--- src/rtl/stall_pipe_ctrl.sv ---
// stall_pipe_ctrl
//   Consumer side of the D-stage stall interface in the 5-stage MIPS pipeline.
//   A pause request from the hazard detector freezes PC and the F/D register
//   and injects a NOP bubble into the D/E register. The block also keeps
//   saturating stall statistics for performance debug.
//
//   State table
//     RUN   | no stall was applied on the previous edge
//     STALL | the previous edge applied a stall (the episode is already counted)
//
// Ports
//   clk, reset                 clock; asynchronous active-high reset
//   pause                      stall request for the instruction in D
//   IR_F, PC_F                 fetched instruction and its PC
//   RD1_D, RD2_D, EXT_D        D-stage operands and extended immediate
//   PC_en                      PC write enable, combinational from pause
//   IR_D, PC_D                 F/D pipeline register
//   IR_E, PC_E, RS_E, RT_E,
//   EXT_E, bubble_E            D/E pipeline register and bubble marker
//   stall_cycles, stall_events saturating stall statistics
module stall_pipe_ctrl #(
  parameter logic [31:0] PC_RESET = 32'h0000_3000,
  parameter logic [31:0] NOP      = 32'h0000_0000,
  parameter int          CNT_W    = 16
) (
  input  logic             clk,
  input  logic             reset,
  input  logic             pause,
  input  logic [31:0]      IR_F,
  input  logic [31:0]      PC_F,
  input  logic [31:0]      RD1_D,
  input  logic [31:0]      RD2_D,
  input  logic [31:0]      EXT_D,
  output logic             PC_en,
  output logic [31:0]      IR_D,
  output logic [31:0]      PC_D,
  output logic [31:0]      IR_E,
  output logic [31:0]      PC_E,
  output logic [31:0]      RS_E,
  output logic [31:0]      RT_E,
  output logic [31:0]      EXT_E,
  output logic             bubble_E,
  output logic [CNT_W-1:0] stall_cycles,
  output logic [CNT_W-1:0] stall_events
);

  typedef enum logic {RUN = 1'b0, STALL = 1'b1} state_t;

  localparam logic [CNT_W-1:0] CNT_ONE = {{(CNT_W-1){1'b0}}, 1'b1};

  state_t state_q, state_d;
  logic   stall;
  logic   event_inc;

  // Only a clean 1 stalls; an unknown request must never freeze the pipe.
  assign stall = (pause === 1'b1);
  assign PC_en = ~stall;

  always_ff @(posedge clk or posedge reset) begin
    if (reset) state_q <= RUN;
    else       state_q <= state_d;
  end

  always_comb begin
    state_d   = state_q;
    event_inc = 1'b0;
    case (state_q)
      RUN: begin
        if (stall) begin
          state_d   = STALL;
          event_inc = 1'b1;
        end
      end
      STALL: begin
        if (!stall) state_d = RUN;
      end
      default: state_d = RUN;
    endcase
  end

  always_ff @(posedge clk or posedge reset) begin
    if (reset) begin
      IR_D <= NOP;
      PC_D <= PC_RESET;
    end else if (!stall) begin
      IR_D <= IR_F;
      PC_D <= PC_F;
    end
  end

  // PC_E follows PC_D even for a bubble so the bubble carries a valid PC.
  always_ff @(posedge clk or posedge reset) begin
    if (reset) begin
      IR_E     <= NOP;
      PC_E     <= PC_RESET;
      RS_E     <= '0;
      RT_E     <= '0;
      EXT_E    <= '0;
      bubble_E <= 1'b0;
    end else if (stall) begin
      IR_E     <= NOP;
      PC_E     <= PC_D;
      RS_E     <= '0;
      RT_E     <= '0;
      EXT_E    <= '0;
      bubble_E <= 1'b1;
    end else begin
      IR_E     <= IR_D;
      PC_E     <= PC_D;
      RS_E     <= RD1_D;
      RT_E     <= RD2_D;
      EXT_E    <= EXT_D;
      bubble_E <= 1'b0;
    end
  end

  always_ff @(posedge clk or posedge reset) begin
    if (reset) begin
      stall_cycles <= '0;
      stall_events <= '0;
    end else begin
      if (stall && (stall_cycles != '1))
        stall_cycles <= stall_cycles + CNT_ONE;
      if (event_inc && (stall_events != '1))
        stall_events <= stall_events + CNT_ONE;
    end
  end

endmodule
--- config.mk ---
export PLATFORM = sky130hd
export DESIGN_NAME = stall_pipe_ctrl
export DESIGN_NICKNAME = d
export VERILOG_FILES = /design/src/rtl/stall_pipe_ctrl.sv
export SDC_FILE = /design/constraint.sdc
export NUM_CORES = 1
export LEC_CHECK = 0
export ABC_AREA = 1
export BUFFER_PORTS_ARGS = -buffer_cell sky130_fd_sc_hd__buf_4
export CAP_MARGIN = 20
export CORE_MARGIN = 4
export CORE_UTILIZATION = 31
export CTS_CLUSTER_DIAMETER = 30
export DETAILED_ROUTE_END_ITERATION = 8
export MAX_ROUTING_LAYER = met4
export PLACE_DENSITY_LB_ADDON = 0.1
export REMOVE_ABC_BUFFERS = 1
export SETUP_SLACK_MARGIN = 0.5
export SLEW_MARGIN = 20
export SYNTH_ARGS = -nofsm -noshare
export SYNTH_HDL_FRONTEND = slang
export SYNTH_SLANG_ARGS = --single-unit
--- constraint.sdc ---
create_clock -name clk -period 7.9 [get_ports clk]
set_clock_uncertainty 0.05 [all_clocks]
set_input_delay 0.79 -clock clk [delete_from_list [all_inputs] [get_ports clk]]
set_output_delay 0.79 -clock clk [all_outputs]
set_load 0.01 [all_outputs]
==> impl_metrics.py, run 1 <==
metrics = {
    "cts": {
        "clock_sinks": 257,
        "insertion_delay_ns": 0.55,
        "cts-resized-gates": 0,
        "cts_tree": "done",
        "clock_path_buffers": 3,
        "h-tree-depth": 2,
        "cts_setup_buffers": 0,
        "clk_pin_slew_worst_paths_ns": 0.04,
        "numCtsBuffers": 59,
        "hold_buffers": 0,
        "root_buffer": "clkbuf_16",
    },
    "timing": {
        "setup_viol": 0,
        "maxSlewHeadroom_pct": 36.70,
        "tightest_slew_ns": 0.9496,
        "period_needed_ns": 3.087,
        "maxSlewViolCount": 0,
        "finalCritPeriodShare_pct": 39.07,
        "clock.fmax_mhz": 324.0,
        "rsz0062_at_grt": "false",
        "hold_viol": 0,
        "setup_tns_ns": 0,
    },
    "cells_and_area": {
        "nNetsFinal": 1590,
        "fin_util_pct": 50.79,
        "finalInstanceArea_sq_um": 15170,
        "drive_above_1_share_pct": 38.81,
        "multi_input_area_sq_um": 2275,
        "register_area_sq_um": 6436,
        "fill_cells": 2778,
        "antennaDiodeCount": 0,
        "fin_cells": 1864,
        "syn2layout_area_growth_pct": 59.95,
    },
    "placed_design": {
        "dpl_cell_area_sq_um": 13020,
        "dp_cells": 1754,
        "gp_congestion": 0.8142,
        "hpwl_um": 21050,
        "port_buffers": 420,
    },
    "power": {
        "intPower_mw": 3.483,
        "power.density_nw_per_um2": 300.1,
        "pwr-share-comb_pct": 10.8,
        "swShare_pct": 23.49,
        "leakage_nw": 8.319,
        "total_power_mw": 4.553,
        "p_seq_share_pct": 33.1,
        "pwr-share-clk_pct": 56.1,
        "ir_worst_vdd_mv": 0.1617,
        "p_sw_mw": 1.069,
    },
    "setup_path": {
        "start_kind": "input port",
        "regToRegSetupSlack_ns": 5.99,
        "worstSetupEndpointType": "output pin",
        "path_class": "input port to output pin",
        "cp.required_ns": 7.06,
        "crit_fanout": 53,
        "arrival_ns": 2.25,
    },
    "route": {
        "drc_errors": 0,
        "ant_nets": 0,
        "drt_iter0_drc": 335,
        "wirelength_um": 29340,
        "vias_per_cell": 4.148,
        "first_pass_iters": 4,
        "wl_per_cell_um": 15.74,
        "vias": 7732,
    },
    "floorplan": {
        "rows": 63,
        "die_y_um": 182.9,
        "coreArea_sq_um": 29870,
        "die_w_um": 182.9,
        "ioPinCount": 421,
        "die-area_sq_um": 33460,
        "start_util_pct": 31.75,
    },
    "global_routing": {
        "grt_pass1_vias": 8176,
        "grt_use_total_pct": 17.82,
        "grt-busiest-layer": "met2",
        "gr-usage-met3_pct": 7.497,
        "grt_pass1_wl_um": 45650,
        "grt_antenna_before_repair": 0,
        "grt_max_degree": 110,
        "overflow": 0,
        "met1_usage_pct": 19.81,
        "grt_use_met2_pct": 29.27,
    },
    "run": {
        "cap_violations": 0,
    },
    "synthesis": {
        "synth_seq_cells": 257,
        "syn_inst": 969,
        "synth_edf_count": 0,
        "yosys_warnings": 0,
        "synth_area_sq_um": 9485,
        "seq_area_frac_synth_pct": 67.85,
        "synthArstFlopShare_pct": 100.0,
        "postSynthAreaPerCell_sq_um": 9.789,
        "synthFlopType": "dfrtp_1",
        "yosys.cell_types.count": 29,
    },
    "status": {
        "status": "finished, final reports clean",
    },
    "min_path": {
        "hp-class": "flip-flop to flip-flop",
    },
}
[registers in the layout, indices dropped and copies added, names as in the netlist]
| name | flops |
|---|---|
| EXT_E | 32 |
| IR_D | 32 |
| IR_E | 32 |
| PC_D | 32 |
| PC_E | 32 |
| RS_E | 32 |
| RT_E | 32 |
| stall_cycles | 16 |
| stall_events | 16 |
| bubble_E | 1 |
[cells in the final DEF, fill, tap and decap left out, types with 10 or more instances in the layout]
cell	instances
buf_4	424
dfrtp_1	253
nand2_1	235
inv_1	163
nor2_1	163
clkbuf_16	60
o21ai_0	38
nand3_1	14
clkbuf_8	13
nand2_2	12
clkinv_2	12
nand4_1	11
bufinv_16	10
[metrics by stage]
step | hold slack (ns) | setup slack, ns
2_1_floorplan | 0.3327 | -0.003474
3_3_place_gp | 0.3201 | 4.739
3_5_place_dp | 0.3209 | 4.706
4_1_cts | 0.3276 | 4.721
5_1_grt | 0.3362 | 4.644
6_report | 0.3209 | 4.813
[cells in the mapped netlist, types with 2 or more instances]
cell / n / share of area (%)
buf_2: 14 / 0.74
nand2_4: 2 / 0.24
nand2_1: 235 / 9.3
o21ai_2: 7 / 0.65
buf_1: 3 / 0.12
nor2_4: 4 / 0.47
buf_6: 2 / 0.24
nand4_1: 11 / 0.73
nor3_1: 4 / 0.21
nand2_2: 12 / 0.79
nor2_1: 163 / 6.5
nand3_1: 14 / 0.74
nor2_8: 2 / 0.42
dfstp_2: 4 / 1.1
nor2_2: 7 / 0.46
inv_1: 164 / 6.5
dfrtp_1: 253 / 67
clkbuf_1: 10 / 0.40
o21ai_0: 38 / 2.0
xor2_1: 3 / 0.28
a21oi_1: 2 / 0.11
ha_1: 2 / 0.26
xnor2_1: 6 / 0.55
nand3b_1: 2 / 0.16
[worst max-delay path, stage by stage]
cell,delay [ns]
buf_4,0.21
inv_4,0.42
buf_4,0.55
buf_4,0.22
[worst paths after layout]
kind	startpoint	to	cells past startpoint
min in group asynchronous	reset	RT_E[24]	2
worst max-delay path	pause	PC_en	4
worst min-delay path	PC_D[12]	PC_E[12]	0
worst min register to register	PC_D[12]	PC_E[12]	0
max in group asynchronous	reset	PC_E[19]	3
worst max register to register	stall_cycles[0]	stall_cycles[10]	8
[cell type report]
type,count,share of cell area (%)
Clock buffer,78,11.20
Clock inverter,32,2.944
Inverter,166,4.173
Multi-Input combinational cell,516,14.99
Sequential cell,257,42.42
Tap cell,390,3.216
Timing Repair Buffer,425,21.05
[cell families after synthesis]
kind of cell    Yosys count  share of synthesized area (%)
simple gates            457                          20.08
fa+ha+maj                 2                         0.2638
flops                   257                          67.85
buf+inv                 196                          8.165
xor+xnor                  9                         0.8311
compound gates           48                          2.810
[per-layer routing]
layer | vias to the layer above | share of wire [%]
li1 | 3794 | -
met1 | 3565 | 38
met2 | 327 | 49
met3 | 46 | 11
met4 | 0 | 2.5
met5 | - | 0
[power groups by stage]
stage / Sequential (mW) / Clock, mW / Combinational, mW
floorplan: 1.56 / 0 / 0.144
finish: 1.51 / 2.55 / 0.491
global route: 1.52 / 2.69 / 0.546
CTS: 1.51 / 2.61 / 0.506
detailed placement: 1.53 / 0 / 0.505
global placement: 1.52 / 0 / 0.500
No activity file was read; power rests on OpenSTA's default activity.
==> inputs of run 2 (changes only) <==
- clock period: 7.9 -> 3.2 ns (I/O delays scaled with it)
==> impl_metrics.py, run 2 (synthesized netlist as in run 1, its figures left out) <==
metrics = {
    "cells_and_area": {
        "layout.cells.most_common_list": "426 x buf_4, 253 x dfrtp_1, 235 x nand2_1, 163 x inv_1, 163 x nor2_1",
        "drive_above_1_share_pct": 35.07,
        "nNetsFinal": 1763,
        "antennaDiodeCount": 0,
        "syn2layout_area_growth_pct": 78.49,
        "finalInstanceArea_sq_um": 16930,
        "final_common_cell": "buf_4",
        "fin_util_pct": 56.67,
    },
    "cts": {
        "clock_path_buffers": 3,
        "root_buffer": "clkbuf_16",
        "cts_setup_buffers": 0,
        "cts-resized-gates": 0,
        "h-tree-depth": 3,
        "cts_tree": "done",
        "clock_sinks": 257,
        "insertion_delay_ns": 0.53,
        "hold_buffers": 161,
        "clk_pin_slew_worst_paths_ns": 0.04,
        "numCtsBuffers": 67,
    },
    "timing": {
        "maxSlewViolCount": 0,
        "tightest_slew_ns": 0.6255,
        "finalCritPeriodShare_pct": 59.66,
        "holdWs_ns": 0.1244,
        "period_needed_ns": 1.909,
        "maxSlewHeadroom_pct": 58.30,
        "hold_viol": 0,
        "clock.fmax_mhz": 523.8,
        "setup_tns_ns": 0,
        "setup_viol": 0,
        "rsz0062_at_grt": "false",
    },
    "floorplan": {
        "rows": 63,
        "ioPinCount": 421,
        "die_w_um": 182.9,
        "die_y_um": 182.9,
        "die-area_sq_um": 33460,
        "start_util_pct": 31.75,
        "coreArea_sq_um": 29870,
    },
    "power": {
        "pwr-share-clk_pct": 55.9,
        "p_seq_share_pct": 32.1,
        "p_sw_mw": 2.780,
        "power.density_nw_per_um2": 685.7,
        "intPower_mw": 8.829,
        "leakage_nw": 9.076,
        "swShare_pct": 23.95,
        "ir_worst_vdd_mv": 0.4442,
        "total_power_mw": 11.61,
        "pwr-share-comb_pct": 12.0,
    },
    "setup_path": {
        "start_kind": "input port",
        "arrival_ns": 1.54,
        "worstSetupEndpointType": "output pin",
        "crit_start": "pause",
        "crit_fanout": 49,
        "path_class": "input port to output pin",
        "cp.required_ns": 2.83,
        "r2r_start": "stall_events[0]",
    },
    "global_routing": {
        "grt_pass1_vias": 9307,
        "grt_use_total_pct": 18.90,
        "overflow": 0,
        "grt_antenna_before_repair": 0,
        "grt_pass1_wl_um": 48870,
        "grt_max_degree": 85,
    },
    "placed_design": {
        "gp_congestion": 0.7869,
        "port_buffers": 420,
        "hpwl_um": 21370,
        "dpl_cell_area_sq_um": 13090,
    },
    "route": {
        "wl_per_cell_um": 15.23,
        "vias": 8521,
        "vias_per_cell": 4.181,
        "ant_nets": 0,
        "drt_iter0_drc": 322,
        "drc_errors": 0,
        "first_pass_iters": 4,
        "wirelength_um": 31050,
    },
    "run": {
        "cap_violations": 0,
    },
    "min_path": {
        "hp-class": "input port to flip-flop",
        "hp-start": "pause",
    },
    "status": {
        "status": "finished, final reports clean",
    },
}
-- run 2: cell count changes in the layout (fill, tap and decap cells not counted) --
cell,previous run,this run
dlygate4sd3_1,0,161
clkbuf_1,5,12
clkbuf_16,60,67
bufinv_16,10,5
clkinvlp_4,7,3
buf_12,0,3
clkbuf_8,13,16
inv_6,2,5
buf_4,424,426
clkinv_2,12,10
buf_6,1,0
clkinv_8,1,0
inv_16,0,1
-- run 2: final timing paths --
check	slack, ns	depth (start not counted)	end
max	1.29	4	PC_en
min	0.12	2	RS_E[13]
max reg2reg	1.34	8	stall_events[10]
min reg2reg	0.33	0	PC_E[12]
max in group asynchronous	1.86	4	PC_E[30]
min in group asynchronous	0.37	3	RS_E[5]
-- run 2: area by class of cell --
type / instances / area, sq um
fillers: 2569 / 12940
multi-input cells: 516 / 2275
repair buffers: 590 / 4870
well taps: 390 / 488.0
clock inverters: 24 / 286.5
inverters: 166 / 633.1
clock buffers: 95 / 1942
flip-flops and latches: 257 / 6436
-- run 2: critical path, stage by stage --
cell   delay, ns
buf_4       0.22
inv_4       0.47
buf_4       0.34
buf_4       0.16
-- run 2: per-stage QoR --
stage / cells / setup WS [ns]
after floorplan: 939 / -4.233
after global placement: 1758 / 1.162
after detailed placement: 1758 / 1.134
after CTS: 2038 / 1.258
after global routing: 2038 / 1.182
final: 2038 / 1.291
-- run 2: routing by layer --
| metal | up-vias | global-route usage, % | routed length (um) | share of wire (%) |
|---|---|---|---|---|
| li1 | 4148 | - | - | - |
| met1 | 3958 | 21.01 | 11860 | 38 |
| met2 | 343 | 31.05 | 15170 | 49 |
| met3 | 72 | 6.823 | 2962 | 9.5 |
| met4 | 0 | 7.628 | 1048 | 3.4 |
| met5 | - | - | 0 | 0 |
-- run 2: power groups by stage --
stage	Clock (mW)	Combinational (mW)	Sequential, mW
2_1_floorplan	0	0.355	3.86
3_3_place_gp	0	1.25	3.76
3_5_place_dp	0	1.25	3.77
4_1_cts	6.64	1.42	3.73
5_1_grt	6.84	1.53	3.76
6_report	6.49	1.39	3.73
==> inputs of run 3 (changes only) <==
- clock period: 3.2 -> 1.9 ns (I/O delays scaled with it)
==> impl_metrics.py, run 3 (synthesized netlist as in run 1, its figures left out) <==
metrics = {
    "power": {
        "total_power_mw": 20.01,
        "leakage_nw": 9.593,
        "power.density_nw_per_um2": 1101,
        "ir_worst_vdd_mv": 0.7651,
    },
    "cts": {
        "clock_path_buffers": 3,
        "h-tree-depth": 2,
        "cts_tree": "done",
        "root_buffer": "clkbuf_16",
        "clk_pin_slew_worst_paths_ns": 0.04,
        "numCtsBuffers": 61,
        "insertion_delay_ns": 0.56,
        "clock_sinks": 257,
    },
    "route": {
        "wl_per_cell_um": 15.71,
        "ant_nets": 0,
        "wirelength_um": 33270,
        "drc_errors": 0,
        "first_pass_iters": 7,
        "drt_iter0_drc": 411,
        "vias_per_cell": 4.212,
        "vias": 8920,
    },
    "global_routing": {
        "grt_max_degree": 103,
        "grt_antenna_before_repair": 0,
        "grt_pass1_vias": 9725,
        "overflow": 0,
        "grt_use_total_pct": 19.69,
        "grt_pass1_wl_um": 51230,
    },
    "setup_path": {
        "worstSetupEndpointType": "flip-flop",
        "r2r_start": "stall_events[0]",
        "arrival_ns": 1.87,
        "cp.required_ns": 2.28,
        "crit_start": "stall_events[0]",
        "crit_fanout": 4,
        "start_kind": "flip-flop",
        "path_class": "flip-flop to flip-flop",
    },
    "timing": {
        "setup_tns_ns": 0,
        "rsz0062_at_grt": "true",
        "finalCritPeriodShare_pct": 78.55,
        "setup_ws_ns": 0.4076,
        "setup_viol": 0,
        "maxSlewViolCount": 0,
        "period_needed_ns": 1.492,
        "clock.fmax_mhz": 670.0,
        "hold_viol": 0,
        "holdWs_ns": 0.04254,
        "tightest_slew_ns": 0.7184,
        "maxSlewHeadroom_pct": 52.11,
    },
    "min_path": {
        "hp-start": "pause",
        "hp-class": "input port to flip-flop",
    },
    "placed_design": {
        "port_buffers": 420,
        "place_ws_ns": 0.03920,
        "dpl_cell_area_sq_um": 13200,
        "hpwl_um": 21440,
        "dp_cells": 1764,
        "gp_congestion": 0.7932,
    },
    "floorplan": {
        "coreArea_sq_um": 29870,
        "start_util_pct": 31.75,
        "ioPinCount": 421,
        "die_w_um": 182.9,
        "die_y_um": 182.9,
        "die-area_sq_um": 33460,
        "rows": 63,
    },
    "cells_and_area": {
        "drive_above_1_share_pct": 42.88,
        "fin_cells": 2118,
        "fill_cells": 2475,
        "final_common_cell": "buf_4",
        "layout.cells.most_common_list": "447 x buf_4, 234 x dfrtp_1, 209 x nand2_1, 162 x dlygate4sd3_1, 158 x inv_1",
        "syn2layout_area_growth_pct": 91.70,
        "nNetsFinal": 1841,
        "finalInstanceArea_sq_um": 18180,
        "antennaDiodeCount": 0,
        "fin_util_pct": 60.87,
    },
    "run": {
        "cap_violations": 0,
    },
    "status": {
        "status": "finished, final reports clean",
    },
}
-- run 3: cell count changes in the layout (fill, tap and decap cells not counted), moves of 7 or more --
| cell | delta |
|---|---|
| buf_6 | +51 |
| nand2_1 | -26 |
| buf_4 | +21 |
| dfrtp_1 | -19 |
| dfrtp_2 | +19 |
| nand2_2 | +19 |
| nor2_1 | -15 |
| nor2_4 | +14 |
| clkbuf_1 | -7 |
-- run 3: timing repair --
item	CTS	global route
buffers inserted	47	26
endpoints found under the hold margin	220	0
setup endpoints to repair	71	78
hold buffers	162	0
cloned	3	1
pin swaps	12	42
gates resized for setup	64	103
-- run 3: layout make-up --
cell class	instances	area (sq um)	area share [%]
Timing Repair Buffer	672	5809	31.95
Inverter	166	640.6	3.523
Clock buffer	76	1683	9.255
Sequential cell	257	6460	35.53
Clock inverter	39	491.7	2.704
Tap cell	390	488.0	2.684
Multi-Input combinational cell	518	2611	14.36
-- run 3: path summary, 6_finish.rpt --
| check | end | cells past startpoint | slack, ns |
|---|---|---|---|
| min reg2reg | PC_E[0] | 0 | 0.35 |
| min in group asynchronous | RS_E[28] | 3 | 0.19 |
| max in group asynchronous | PC_D[12] | 4 | 0.95 |
| max reg2reg | stall_events[12] | 9 | 0.41 |
| min | PC_D[21] | 4 | 0.04 |
| max | stall_events[12] | 9 | 0.41 |
-- run 3: report_power, final --
group	switching, mW	internal (mW)
Clock	3.25	7.46
Combinational	1.36	1.66
Sequential	0.330	5.95
Total	4.94	15.1
-- run 3: metal layers --
metal,vias up,GRT usage (%),routed length (um)
met5,-,-,0
met4,0,7.122,886
met3,55,7.338,3171
met2,350,33.10,16670
met1,4205,21.45,12540
li1,4310,-,-
-- run 3: worst max-delay path, cell delays in order (launching register included) --
cell	delay, ns
dfrtp_2	0.42
ha_4	0.17
nand3_4	0.08
inv_4	0.07
buf_4	0.09
nand2_1	0.06
nor2_2	0.17
nand2_1	0.11
nor2_1	0.10
a21oi_1	0.04
